===== config.mk =====
export PLATFORM = sky130hd
export DESIGN_NAME = i2c_scoreboard_q
export DESIGN_NICKNAME = d
export VERILOG_FILES = /design/src/rtl/i2c_sb_pkg.sv /design/src/rtl/i2c_sb_fifo.sv /design/src/rtl/i2c_scoreboard_q.sv
export SDC_FILE = /design/constraint.sdc
export NUM_CORES = 1
export LEC_CHECK = 0
export CORE_MARGIN = 4
export CORE_UTILIZATION = 50
export CTS_BUF_LIST = sky130_fd_sc_hd__clkbuf_16
export DETAILED_ROUTE_END_ITERATION = 8
export MAX_ROUTING_LAYER = met4
export PLACE_DENSITY = 0.76
export SLEW_MARGIN = 20
export SYNTH_ARGS = -nofsm -noshare
export SYNTH_HDL_FRONTEND = slang
export SYNTH_SLANG_ARGS = --single-unit

===== constraint.sdc =====
create_clock -name clk -period 4.58 [get_ports clk]
set_input_delay 0.916 -clock clk [delete_from_list [all_inputs] [get_ports clk]]
set_output_delay 0.916 -clock clk [all_outputs]
set_load 0.02 [all_outputs]

===== src/rtl/i2c_sb_pkg.sv =====
// Shared types for the I2C transaction scoreboard: error codes, FSM states
// and the layout of a queued expected entry.
package i2c_sb_pkg;

  localparam logic [2:0] ERR_NONE    = 3'd0;
  localparam logic [2:0] ERR_DATA    = 3'd1;
  localparam logic [2:0] ERR_RW      = 3'd2;
  localparam logic [2:0] ERR_ACK     = 3'd3;
  localparam logic [2:0] ERR_UNEXP   = 3'd4;
  localparam logic [2:0] ERR_MISSING = 3'd5;
  localparam logic [2:0] ERR_PROTO   = 3'd6;

  typedef enum logic [1:0] {
    ST_IDLE   = 2'd0,
    ST_ACTIVE = 2'd1,
    ST_DRAIN  = 2'd2
  } state_t;

  // Flag bits sit above the data field: entry = {last, nack, rw, data}
  typedef struct packed {
    logic last;
    logic nack;
    logic rw;
  } entry_flags_t;

  function automatic int entry_w(input int data_w);
    return data_w + 3;
  endfunction

endpackage


===== src/rtl/i2c_sb_fifo.sv =====
// Show-ahead synchronous FIFO holding expected entries; dout is the head
// whenever empty is low. Push when full and pop when empty are ignored.
module i2c_sb_fifo #(
  parameter int W     = 11,
  parameter int DEPTH = 8
) (
  input  logic                     clk,
  input  logic                     rst,
  input  logic                     push,
  input  logic                     pop,
  input  logic [W-1:0]             din,
  output logic [W-1:0]             dout,
  output logic [$clog2(DEPTH):0]   count,
  output logic                     full,
  output logic                     empty
);
  localparam int AW = $clog2(DEPTH);
  localparam int CW = AW + 1;

  logic [W-1:0]  mem [DEPTH];
  logic [AW-1:0] wptr, rptr;
  logic          push_ok, pop_ok;

  assign full    = (count == CW'(DEPTH));
  assign empty   = (count == '0);
  assign push_ok = push && !full;
  assign pop_ok  = pop && !empty;
  assign dout    = mem[rptr];

  always_ff @(posedge clk) begin
    if (push_ok) mem[wptr] <= din;
  end

  // DEPTH is a power of two, so pointers wrap for free
  always_ff @(posedge clk or posedge rst) begin
    if (rst) begin
      wptr  <= '0;
      rptr  <= '0;
      count <= '0;
    end else begin
      if (push_ok) wptr <= wptr + AW'(1);
      if (pop_ok)  rptr <= rptr + AW'(1);
      unique case ({push_ok, pop_ok})
        2'b10:   count <= count + CW'(1);
        2'b01:   count <= count - CW'(1);
        default: count <= count;
      endcase
    end
  end

endmodule


===== src/rtl/i2c_scoreboard_q.sv =====
// In-order I2C scoreboard: queues expected beats, compares observed beats,
// tracks frame boundaries and keeps saturating pass/error statistics.
module i2c_scoreboard_q
  import i2c_sb_pkg::*;
#(
  parameter int DATA_W = 8,
  parameter int DEPTH  = 8,
  parameter int CNT_W  = 16
) (
  input  logic              clk,
  input  logic              rst,
  input  logic              exp_valid,
  output logic              exp_ready,
  input  logic [DATA_W-1:0] exp_data,
  input  logic              exp_rw,
  input  logic              exp_nack,
  input  logic              exp_last,
  input  logic              frame_start,
  input  logic              frame_stop,
  input  logic              obs_valid,
  input  logic [DATA_W-1:0] obs_data,
  input  logic              obs_rw,
  input  logic              obs_nack,
  output logic              err_pulse,
  output logic [2:0]        err_code,
  output logic [CNT_W-1:0]  pass_cnt,
  output logic [CNT_W-1:0]  err_cnt,
  output logic [DATA_W-1:0] last_exp,
  output logic [DATA_W-1:0] last_obs,
  output logic              busy
);
  localparam int EW = entry_w(DATA_W);

  state_t              state, state_n;
  logic                frame_done, frame_done_n;
  logic                beat_seen, beat_seen_n;
  logic                push, pop, full, empty;
  logic [EW-1:0]       head;
  logic [$clog2(DEPTH):0] occ;
  entry_flags_t        head_f;
  logic [DATA_W-1:0]   head_data;

  // Up to two errors per cycle: a bad beat plus MISSING on the same stop
  logic [1:0]          n_err;
  logic                n_pass;
  logic [2:0]          code;
  logic                cap;
  logic [CNT_W:0]      err_sum, pass_sum;

  assign exp_ready = !full;
  assign push      = exp_valid && !full;
  assign head_f    = entry_flags_t'(head[EW-1:DATA_W]);
  assign head_data = head[DATA_W-1:0];
  assign busy      = (state != ST_IDLE) || (occ != '0);

  i2c_sb_fifo #(.W(EW), .DEPTH(DEPTH)) u_fifo (
    .clk   (clk),
    .rst   (rst),
    .push  (push),
    .pop   (pop),
    .din   ({exp_last, exp_nack, exp_rw, exp_data}),
    .dout  (head),
    .count (occ),
    .full  (full),
    .empty (empty)
  );

  always_comb begin
    state_n      = state;
    frame_done_n = frame_done;
    beat_seen_n  = beat_seen;
    pop          = 1'b0;
    n_err        = 2'd0;
    n_pass       = 1'b0;
    code         = ERR_NONE;
    cap          = 1'b0;
    unique case (state)
      ST_IDLE: begin
        if (obs_valid) begin
          n_err = 2'd1;
          code  = ERR_PROTO;
        end
        if (frame_start) begin
          state_n      = ST_ACTIVE;
          frame_done_n = 1'b0;
          beat_seen_n  = 1'b0;
        end
      end
      ST_ACTIVE: begin
        if (obs_valid) begin
          beat_seen_n = 1'b1;
          if (empty) begin
            n_err = 2'd1;
            code  = ERR_UNEXP;
          end else begin
            pop = 1'b1;
            if (head_f.last) frame_done_n = 1'b1;
            if (head_f.rw != obs_rw) begin
              n_err = 2'd1;
              code  = ERR_RW;
            end else if (head_f.nack != obs_nack) begin
              n_err = 2'd1;
              code  = ERR_ACK;
            end else if (!head_f.nack && (head_data != obs_data)) begin
              n_err = 2'd1;
              code  = ERR_DATA;
              cap   = 1'b1;
            end else begin
              n_pass = 1'b1;
            end
          end
        end
        // Stop is judged after this cycle's beat has updated frame_done
        if (frame_stop) begin
          if (frame_done_n || !beat_seen_n) begin
            state_n = ST_IDLE;
          end else begin
            state_n = ST_DRAIN;
            n_err   = n_err + 2'd1;
            code    = ERR_MISSING;
          end
        end
      end
      ST_DRAIN: begin
        if (obs_valid) begin
          n_err = 2'd1;
          code  = ERR_PROTO;
        end
        if (empty) begin
          state_n = ST_IDLE;
        end else begin
          pop = 1'b1;
          if (head_f.last) state_n = ST_IDLE;
        end
      end
      default: state_n = ST_IDLE;
    endcase
  end

  assign err_sum  = {1'b0, err_cnt}  + {{(CNT_W-1){1'b0}}, n_err};
  assign pass_sum = {1'b0, pass_cnt} + {{CNT_W{1'b0}}, n_pass};

  always_ff @(posedge clk or posedge rst) begin
    if (rst) begin
      state      <= ST_IDLE;
      frame_done <= 1'b0;
      beat_seen  <= 1'b0;
      err_pulse  <= 1'b0;
      err_code   <= ERR_NONE;
      err_cnt    <= '0;
      pass_cnt   <= '0;
      last_exp   <= '0;
      last_obs   <= '0;
    end else begin
      state      <= state_n;
      frame_done <= frame_done_n;
      beat_seen  <= beat_seen_n;
      err_pulse  <= (n_err != 2'd0);
      if (n_err != 2'd0) err_code <= code;
      err_cnt    <= err_sum[CNT_W]  ? '1 : err_sum[CNT_W-1:0];
      pass_cnt   <= pass_sum[CNT_W] ? '1 : pass_sum[CNT_W-1:0];
      if (cap) begin
        last_exp <= head_data;
        last_obs <= obs_data;
      end
    end
  end

endmodule


==> flow_metrics.tcl, run 1 <==
set metrics [dict create \
    netlist_top_cells_count "edfxtp_1, dfrtp_1, nand2_1, mux2_2, nand3_1" \
    ys_ff_latch 154 \
    syn_inst 477 \
    drv_cap 0 \
    setup_violations 0 \
    reg2reg_from "u_fifo.rptr[0]" \
    status "finished, final reports clean" \
    grt_pass1_vias 4410 \
    ys_warn_count 0 \
    antenna_found_initial 0 \
    critical_path.most_common_cell "nand3_2" \
    cts_buffers 17 \
    r2r_cells 20 \
    insertedDiodeCount 0 \
    grt_pass1_wl_um 22400 \
    fin_crit_ns 4.36 \
    fmax_mhz 229 \
    leakage_nw 3.50 \
    finalClockSkew_ns 0.00661 \
    cts-root-buf "clkbuf_16" \
    synthArstFlopShare 0.429 \
    worstHoldStart "last_exp[0]" \
    final_nets 653 \
    fin_util 0.686 \
    grt_overflow 0 \
    area_delta_synth_final_pct 31.7 \
    crit_family "simple AND/OR/NAND/NOR gates" \
    avgViaCountPerCell 5.47 \
    cts.path.max_buffers 2 \
    relSlewSlack 0.333 \
    num_vias 4346 \
    yosys.cell_count.top_type "edfxtp_1" \
    portBuffers 80 \
    path_clk_slew_ns 0.06 \
    whs_path_depth 2 \
    drive_gt1_frac 0.239 \
    num_io_pins 81 \
    period_share 0.953 \
    critPathKind "reg2reg" \
    drc_errors 0 \
    grt_start_max_net_pins 42 \
    p_per_area_nw_per_um2 643 \
    crit_buf_inv 2 \
    synthTopCellsByArea "edfxtp_1, dfrtp_1, mux4_2, mux2_2, nand2_1" \
    avgSynthCellArea_um2 14.0 \
    clkLatencyLatePin_ns 0.42 \
    reg2reg_to "err_cnt[5]" \
    rows 41 \
    worst-r2r-setup-slack_ns 0.22 \
    h-tree-depth 4 \
    final-hold-violation-count 0 \
    yosysTopAreaCell "edfxtp_1" \
    post_drt_wl_per_cell_um 18.3 \
    slew_viol_final 0 \
    die_w_um 124 \
    finalWirelength_um 14500 \
    synth-edff-count 88 \
    dp_slack_ns -0.169 \
    hold_path_end "last_exp[0]" \
    tightest_slew_ns 0.993 \
    required_ns 4.91 \
    netlist.area_leader.share 0.396 \
    final.setup.worst_slack_ns 0.216 \
    synth_flop_cell "edfxtp_1" \
    ys_seq_area_frac 0.643 \
    cts_sinks 154 \
    ir_drop_mv 0.330 \
    gp_congestion 0.853 \
    postCtsHoldBufs 0 \
    min_path_type "reg2reg" \
    dp_hpwl_um 9740 \
    first_pass_iters 4 \
    synth_cell_types 45 \
    dieArea_um2 15300 \
    arrival_ns 4.70 \
    critPathLaunchType "flip-flop" \
    hold_ws_ns 0.502 \
    drt_iter0_markers 256 \
    path_cells "buf_12 > mux4_2 > mux2i_1 > xor2_1 > o2111ai_2 > o41a_1 > o21a_1 > ha_4 > nand3_2 > nand3_2 > ha_4 > inv_2 > fa_2 > nor2_2 > and3_4 > nand3_4 > nor2_4 > nand3_2 > or2_4 > o21ai_0" \
    die_h_um 124 \
    synthesis.area_um2 6680 \
    cp_slowest_stage_delay_ns 0.50 \
    core_um2 12800 \
    cp-end-kind "flip-flop" \
    slowest_stage "mux4_2" \
    synthesis.nets 520 \
    grt.total_usage 0.203 \
    ant_nets 0 \
    critPathMaxFanout 7 \
    initial_core_util 0.521 \
    tritoncts "done" \
]
[timing repair]
item / CTS / global route
setup endpoints to repair: 13 / 29
resized for setup: 2 / 23
gates cloned: 0 / 2
setup buffers: 0 / 6
pin swaps: 1 / 4
[worst max-delay path by stage]
stage                         from           to  slack [ns]  cells past startpoint
floorplan           u_fifo.rptr[0]  err_cnt[10]        0.01                     22
global placement       obs_data[3]   err_cnt[5]       -0.14                     18
detailed placement     obs_data[7]   err_cnt[5]       -0.17                     19
CTS                 u_fifo.rptr[0]   err_cnt[5]        0.01                     21
global route        u_fifo.rptr[2]  err_cnt[15]       -0.03                     19
finish              u_fifo.rptr[0]   err_cnt[5]        0.22                     20
[metal layers]
metal  global-route usage  part of all wire
met3               0.0391             0.052
met4               0.0844             0.019
met1                0.251              0.41
met5                    -                 0
met2                0.333              0.52
[cells in the final DEF (no fill, tap or decap), types with 3 or more instances in the layout]
cell / Yosys / layout
a21oi_1: 9 / 9
o21ai_0: 15 / 15
edfxtp_1: 88 / 88
clkdlybuf4s50_1: 0 / 80
nand3_2: 2 / 5
o31ai_1: 3 / 3
bufinv_16: 0 / 5
inv_1: 17 / 17
and3_1: 5 / 4
dfrtp_1: 66 / 65
o211ai_1: 3 / 3
xnor2_1: 17 / 17
nor3_1: 10 / 9
nand4_1: 6 / 6
mux2_2: 25 / 25
nand3_1: 24 / 20
mux2i_1: 6 / 5
xor2_1: 18 / 16
mux4_2: 16 / 16
clkbuf_16: 0 / 18
buf_4: 0 / 43
inv_6: 0 / 3
clkinvlp_4: 0 / 5
o21a_1: 5 / 5
o22ai_1: 7 / 6
ha_1: 14 / 12
nand2b_1: 9 / 9
nor2_1: 18 / 15
nand2_1: 56 / 55
[logic make-up (layout without fill, tap and decap cells)]
group	after synthesis	after routing	synth area share
buffers and inverters	29	174	0.0193
adder cells (fa/ha/maj)	16	16	0.0322
multiplexers	49	49	0.110
flip-flops	154	154	0.643
XOR/XNOR	35	35	0.0459
AO/OA/AOI/OAI	52	52	0.0498
AND/OR/NAND/NOR	142	143	0.100
[power breakdown]
part           leakage [nW]  switching, mW  internal (mW)
clock                 0.305          0.549          0.967
combinational          1.54           1.04           1.08
sequential             1.65          0.236           1.78
[state kept, by name (all words and copies together) (netlist names), 3 cells and up]
| name | flops |
|---|---|
| err_code | 3 |
| err_cnt | 16 |
| u_fifo.count | 4 |
| last_exp | 8 |
| u_fifo.wptr | 3 |
| u_fifo.mem | 88 |
| last_obs | 8 |
| u_fifo.rptr | 3 |
| pass_cnt | 16 |
[per-stage QoR]
| stage | TNS (ns) | cell area, um^2 | total power [mW] | cells |
|---|---|---|---|---|
| 3_3_place_gp | -1.52 | 7950 | 3.93 | 755 |
| 5_1_grt | -0.0332 | 8790 | 5.96 | 795 |
| 6_report | 0 | 8790 | 5.65 | 795 |
| 2_1_floorplan | 0 | 6680 | 3.17 | 477 |
| 4_1_cts | 0 | 8600 | 5.55 | 787 |
| 3_5_place_dp | -1.90 | 7950 | 4.02 | 755 |
[worst register-to-register path, delay by kind of cell (launching register included)]
family / cells / cell delay [ns]
and+or+nand+nor: 8 / 1.12
AOI/OAI and AO/OA: 4 / 0.83
muxes: 2 / 0.76
adders and majority gates: 3 / 0.76
DFF: 1 / 0.41
xor gates and xnor gates: 1 / 0.22
buffers and inverters: 2 / 0.19
[area by class of cell]
| cell class | count | area, um^2 |
|---|---|---|
| fillers | 844 | 4030 |
| well taps | 172 | 215 |
| flip-flops and latches | 154 | 4300 |
| clock inverters | 15 | 221 |
| clock buffers | 17 | 425 |
| inverters | 17 | 63.8 |
| multi-input cells | 295 | 2400 |
| repair buffers | 125 | 1170 |
No activity file was read; power rests on OpenSTA's default activity.
==> run 2, diff against run 1 <==
TNS_END_PERCENT = 50   (was unset)
==> results of run 2 <==
Same layout as run 1: the final DEF is identical, and so are final timing and power.
==> run 3, diff against run 2 <==
ABC_CLOCK_PERIOD_IN_PS = 4580   (was unset)
SETUP_SLACK_MARGIN = 0.05   (was unset)
SLEW_MARGIN = unset   (was 20)
==> flow_metrics.tcl, run 3 (synthesis results as in run 1) <==
set metrics [dict create \
    status "finished, final reports clean" \
    cp-end-kind "flip-flop" \
    hold_path_end "last_exp[0]" \
    fmax_mhz 221 \
    final_common_cell "edfxtp_1" \
    critPathMaxFanout 7 \
    avgViaCountPerCell 5.46 \
    critPathKind "reg2reg" \
    insertedDiodeCount 0 \
    final_nets 646 \
    dp_cells 749 \
    worstHoldStart "last_exp[0]" \
    tightest_slew_ns 1.28 \
    cp_slowest_stage_delay_ns 0.49 \
    worst-r2r-setup-slack_ns 0.06 \
    ir_drop_mv 0.334 \
    period_share 0.987 \
    dp_hpwl_um 9610 \
    r2r_cells 21 \
    reg2reg_to "err_cnt[0]" \
    cts-root-buf "clkbuf_16" \
    reg2reg_from "u_fifo.rptr[0]" \
    grt_pass1_vias 4249 \
    rows 41 \
    layout_common_cells "edfxtp_1, clkdlybuf4s50_1, dfrtp_1" \
    slew_viol_final 0 \
    dieArea_um2 15300 \
    antenna_found_initial 0 \
    slowest_stage "mux4_2" \
    h-tree-depth 4 \
    crit_buf_inv 3 \
    crit_family "simple AND/OR/NAND/NOR gates" \
    portBuffers 80 \
    postCtsHoldBufs 0 \
    finalClockSkew_ns 0.00504 \
    arrival_ns 4.88 \
    fin_crit_ns 4.52 \
    top_regs "u_fifo.mem (88), err_cnt (16), pass_cnt (16)" \
    relSlewSlack 0.142 \
    largest_reg_flops 88 \
    layoutNonFillerInstCount 788 \
    grt.total_usage 0.199 \
    whs_path_depth 2 \
    cts_sinks 154 \
    drt_iter0_markers 314 \
    cts.path.max_buffers 2 \
    leakage_nw 3.43 \
    p_per_area_nw_per_um2 619 \
    grt_start_max_net_pins 37 \
    setup_tns_ns 0 \
    tritoncts "done" \
    post_drt_wl_per_cell_um 18.1 \
    crit_cells 21 \
    gp_congestion 0.885 \
    critPathLaunchType "flip-flop" \
    clkLatencyLatePin_ns 0.42 \
    drive_gt1_frac 0.248 \
    finalWirelength_um 14300 \
    regMostFlops "u_fifo.mem" \
    num_vias 4306 \
    path_clk_slew_ns 0.06 \
    grt_overflow 0 \
    path_cells "buf_12 > mux4_2 > mux2i_1 > buf_4 > xor2_1 > o2111ai_2 > o41a_1 > o21a_1 > ha_4 > nand3_2 > nand3_2 > ha_4 > inv_2 > fa_2 > nor2_4 > and3_4 > nand3_4 > nor2_4 > nand3_4 > or2_4 > nand2b_1" \
    min_path_type "reg2reg" \
    ant_nets 0 \
    grt_pass1_wl_um 22100 \
    rsz0062_at_grt "yes" \
    required_ns 4.94 \
    drc_errors 0 \
    die_h_um 124 \
    area_delta_synth_final_pct 30.0 \
    num_io_pins 81 \
    drv_cap 0 \
    die_w_um 124 \
    initial_core_util 0.521 \
    setup_violations 0 \
    first_pass_iters 4 \
    core_um2 12800 \
    cts_buffers 17 \
    cp-startpoint "u_fifo.rptr[0]" \
    final-hold-violation-count 0 \
]
[run 3: stage by stage]
| stage | area [um^2] | hold WS [ns] | setup WS, ns | util | total power, mW |
|---|---|---|---|---|---|
| after floorplan | 6690 | 0.476 | 0.0623 | - | 3.17 |
| after global placement | 7900 | 0.472 | -0.123 | 0.616 | 3.90 |
| after detailed placement | 7900 | 0.487 | -0.192 | 0.616 | 3.98 |
| after CTS | 8450 | 0.501 | 0.0528 | 0.659 | 5.28 |
| after global routing | 8690 | 0.511 | -0.107 | 0.677 | 5.68 |
| final | 8690 | 0.497 | 0.0617 | 0.677 | 5.38 |
[run 3: worst max path at each step]
stage | slack [ns] | endpoint
after CTS | 0.05 | err_cnt[5]
after floorplan | 0.06 | err_cnt[10]
final | 0.06 | err_cnt[0]
after global routing | -0.11 | err_cnt[0]
after global placement | -0.12 | err_cnt[5]
after detailed placement | -0.19 | err_cnt[5]
[run 3: worst reg2reg max path, cell delays in order, from the launching register on]
cell,delay (ns)
dfrtp_2,0.42
buf_12,0.14
mux4_2,0.50
mux2i_1,0.18
buf_4,0.16
xor2_1,0.18
o2111ai_2,0.13
o41a_1,0.41
o21a_1,0.21
ha_4,0.28
nand3_2,0.06
nand3_2,0.11
ha_4,0.14
inv_2,0.04
fa_2,0.41
nor2_4,0.11
and3_4,0.21
nand3_4,0.09
nor2_4,0.14
nand3_4,0.11
or2_4,0.33
nand2b_1,0.09
[run 3: timing repair]
item | 4_1_cts | 5_1_grt
setup endpoints to repair | 14 | 29
gates resized for setup | 3 | 37
pin swaps | 1 | 12
setup buffers | 0 | 5
cloned | 0 | 2
[run 3: area by class of cell]
type | count | area (um^2)
clock buffer | 17 | 425
clock inverter | 15 | 118
fill | 900 | 4140
inverter | 17 | 63.8
multi-input combinational | 295 | 2450
sequential | 154 | 4300
tap | 172 | 215
timing repair buffer | 118 | 1120
[run 3: layer usage]
metal,global-route usage,up-vias,share of wire
met5,-,-,0
met4,0.0671,0,0.014
met3,0.0477,17,0.046
met2,0.327,104,0.51
met1,0.244,2170,0.43
li1,-,2015,-
[run 3: power breakdown]
group	total [mW]	switching, mW	internal [mW]	leakage [nW]
Combinational	2.09	1.04	1.06	1.51
Clock	1.28	0.576	0.703	0.270
Sequential	2.01	0.228	1.78	1.65
Total	5.38	1.84	3.54	3.43
==> edit: new RTL, config.mk and constraints of run 1 <==
`DATA_W`: 8 -> 12.
--- a/src/rtl/i2c_scoreboard_q.sv
+++ b/src/rtl/i2c_scoreboard_q.sv
@@ -4,5 +4,5 @@
   import i2c_sb_pkg::*;
 #(
-  parameter int DATA_W = 8,
+  parameter int DATA_W = 12,
   parameter int DEPTH  = 8,
   parameter int CNT_W  = 16
Interface: changed (resized exp_data, last_exp, last_obs and obs_data); port bits go from 81 to 97. The function was not compared with the original's and may differ.
==> edit against run 1 <==
  * The flow now finishes with violations (negative setup slack)
  * Sequential cell count up 40
  * Sequential share of layout area is 1.4 points higher
  * Fmax down 7.4%
  * Count of clock-buffer cells in the layout stayed put
  * Via count grew 23%
  * Synthesized area up 26%
  * First-iteration DRC count increased by 32%
  * Setup slack got worse by 0.35 ns
  * Worst hold slack worse by 0.010 ns
  * Power is 16% higher
  * Routed wire length rose by 27%
  * Design area is 24% higher
  * Highest routed layer unchanged
==> edit: results (changes against run 1) <==
Post-Place Setup Slack: -0.576 ns (-0.408 ns)
Setup-failing EPs final: 16 (+16)
vias after detailed routing: 5331 (+23%)
XOR/XNOR share of the synthesized area: 0.0355 (-0.0104)
Seq/Total Area, Yosys: 0.650 (+0.00684)
failing checks: negative setup slack
peak supply drop: 0.325 mV (-1.6%)
Yosys cell types: 51 (+13%)
Final TNS setup: -0.893 ns (-0.893 ns)
Largest regs: u_fifo.mem x120, err_cnt x16, pass_cnt x16
adder-cell share of the synthesized area: 0.0256 (-0.00659)
IO buf count: 96 (+20%)
detailed-placement wirelength estimate: 12200 µm (+25%)
post-synthesis mux area share: 0.128 (+0.0187)
outcome: finished with violations
FF-to-FF path depth: 23 (+15%)
Synth Area in Compound Gates: 0.0461 (-0.00378)
Leak: 4.37 nW (+25%)
Async SR Flop Fraction: 0.381 (-0.0471)
initial DRC count: 339 (+32%)
routed wire length: 18400 µm (+27%)
syn nets: 629 (+21%)
NumNets Final: 793 (+21%)
hold depth: 1 (-1)
relative slew slack: 0.318 (-0.0149)
Arr. time, crit path: 5.03 ns (+0.33 ns)
Pre-antenna DRT Iters: 5 (+1)
global-route usage over all layers: 0.207 (+0.00368)
first-pass GRT wire length: 28500 µm (+27%)
setup ws final: -0.134 ns (-0.349 ns)
placer congestion estimate: 0.896 (+4.9%)
clk_skew: 0.0172 ns (+0.0106 ns)
Synth area leaders: edfxtp_1 43%, dfrtp_1 22%, mux2i_1 4.3%
## edit: changes by cell type in the layout (fill, tap and decap cells not counted), moves of 8 or more
cell             delta
edfxtp_1           +32
mux2i_1            +30
mux2_1             +19
mux2_2             -18
clkdlybuf4s50_1    +16
buf_4              +15
nand3_1            -11
nand2_1             -8
## edit: worst paths after layout
path,slack (ns),startpoint,to
setup reg to reg,-0.13,u_fifo.rptr[1],err_cnt[14]
hold reg to reg,0.49,last_obs[9],last_obs[9]
setup / recovery,-0.13,u_fifo.rptr[1],err_cnt[14]
max in group asynchronous,2.92,rst,state[0]
hold / removal,0.49,last_obs[9],last_obs[9]
min in group asynchronous,0.85,rst,last_exp[3]
## edit: metal layers
metal / share of wire / track usage / routed length [µm] / vias up
met2: 0.51 / 0.338 / 9380 / 168
met1: 0.42 / 0.259 / 7710 / 2667
met4: 0.023 / 0.0776 / 420 / 0
li1: - / - / - / 2468
met3: 0.050 / 0.0394 / 913 / 28
met5: 0 / - / 0 / -
## edit: cell type report
| class | instances | area, µm² |
|---|---|---|
| timing repair buffer | 161 | 1530 |
| antenna | 2 | 5.00 |
| clock inverter | 14 | 105 |
| inverter | 22 | 82.6 |
| tap | 220 | 275 |
| multi-input combinational | 346 | 2990 |
| sequential | 194 | 5460 |
| clock buffer | 17 | 425 |
| fill | 1128 | 5660 |
## edit: worst max-delay path, stage by stage (launching register included)
cell and delay (ns):
dfrtp_1 0.41, buf_8 0.16, mux4_2 0.51, mux2i_2 0.17
buf_4 0.16, xnor2_2 0.06, nor3_2 0.18, and4_4 0.29
a21oi_2 0.06, or2_1 0.25, and2_4 0.15, ha_4 0.28
nand2_4 0.05, o21ai_2 0.12, a31o_1 0.13, ha_2 0.20
inv_2 0.04, fa_2 0.36, nor2_4 0.11, and3_4 0.19
and3_4 0.19, and2_4 0.15, nand3_2 0.08, mux2_4 0.30
## edit: cell families after synthesis
kind of cell,Yosys count
compound gates,59
xor+xnor,34
fa+ha+maj,16
buf+inv,39
flops,194
mux,82
simple gates,154
## edit: timing repair
action | in CTS | in global routing
pin swaps | 10 | 14
gates resized for setup | 25 | 27
cloned | 1 | 1
hold buffers | 0 | 0
endpoints found under the setup margin | 29 | 32
buffers inserted | 10 | 6
## edit: power by group
group | internal, mW | leakage, nW | switching, mW | total [mW]
combinational | 1.37 | 2.08 | 1.37 | 2.75
clock | 0.700 | 0.267 | 0.657 | 1.36
sequential | 2.24 | 2.03 | 0.239 | 2.48
## edit: metrics by stage
stage / util / area [µm²] / cells
after floorplan: - / 8410 / 578
after global placement: 0.603 / 9970 / 925
after detailed placement: 0.603 / 9970 / 925
after CTS: 0.647 / 10700 / 967
after global routing: 0.657 / 10900 / 975
final: 0.658 / 10900 / 976
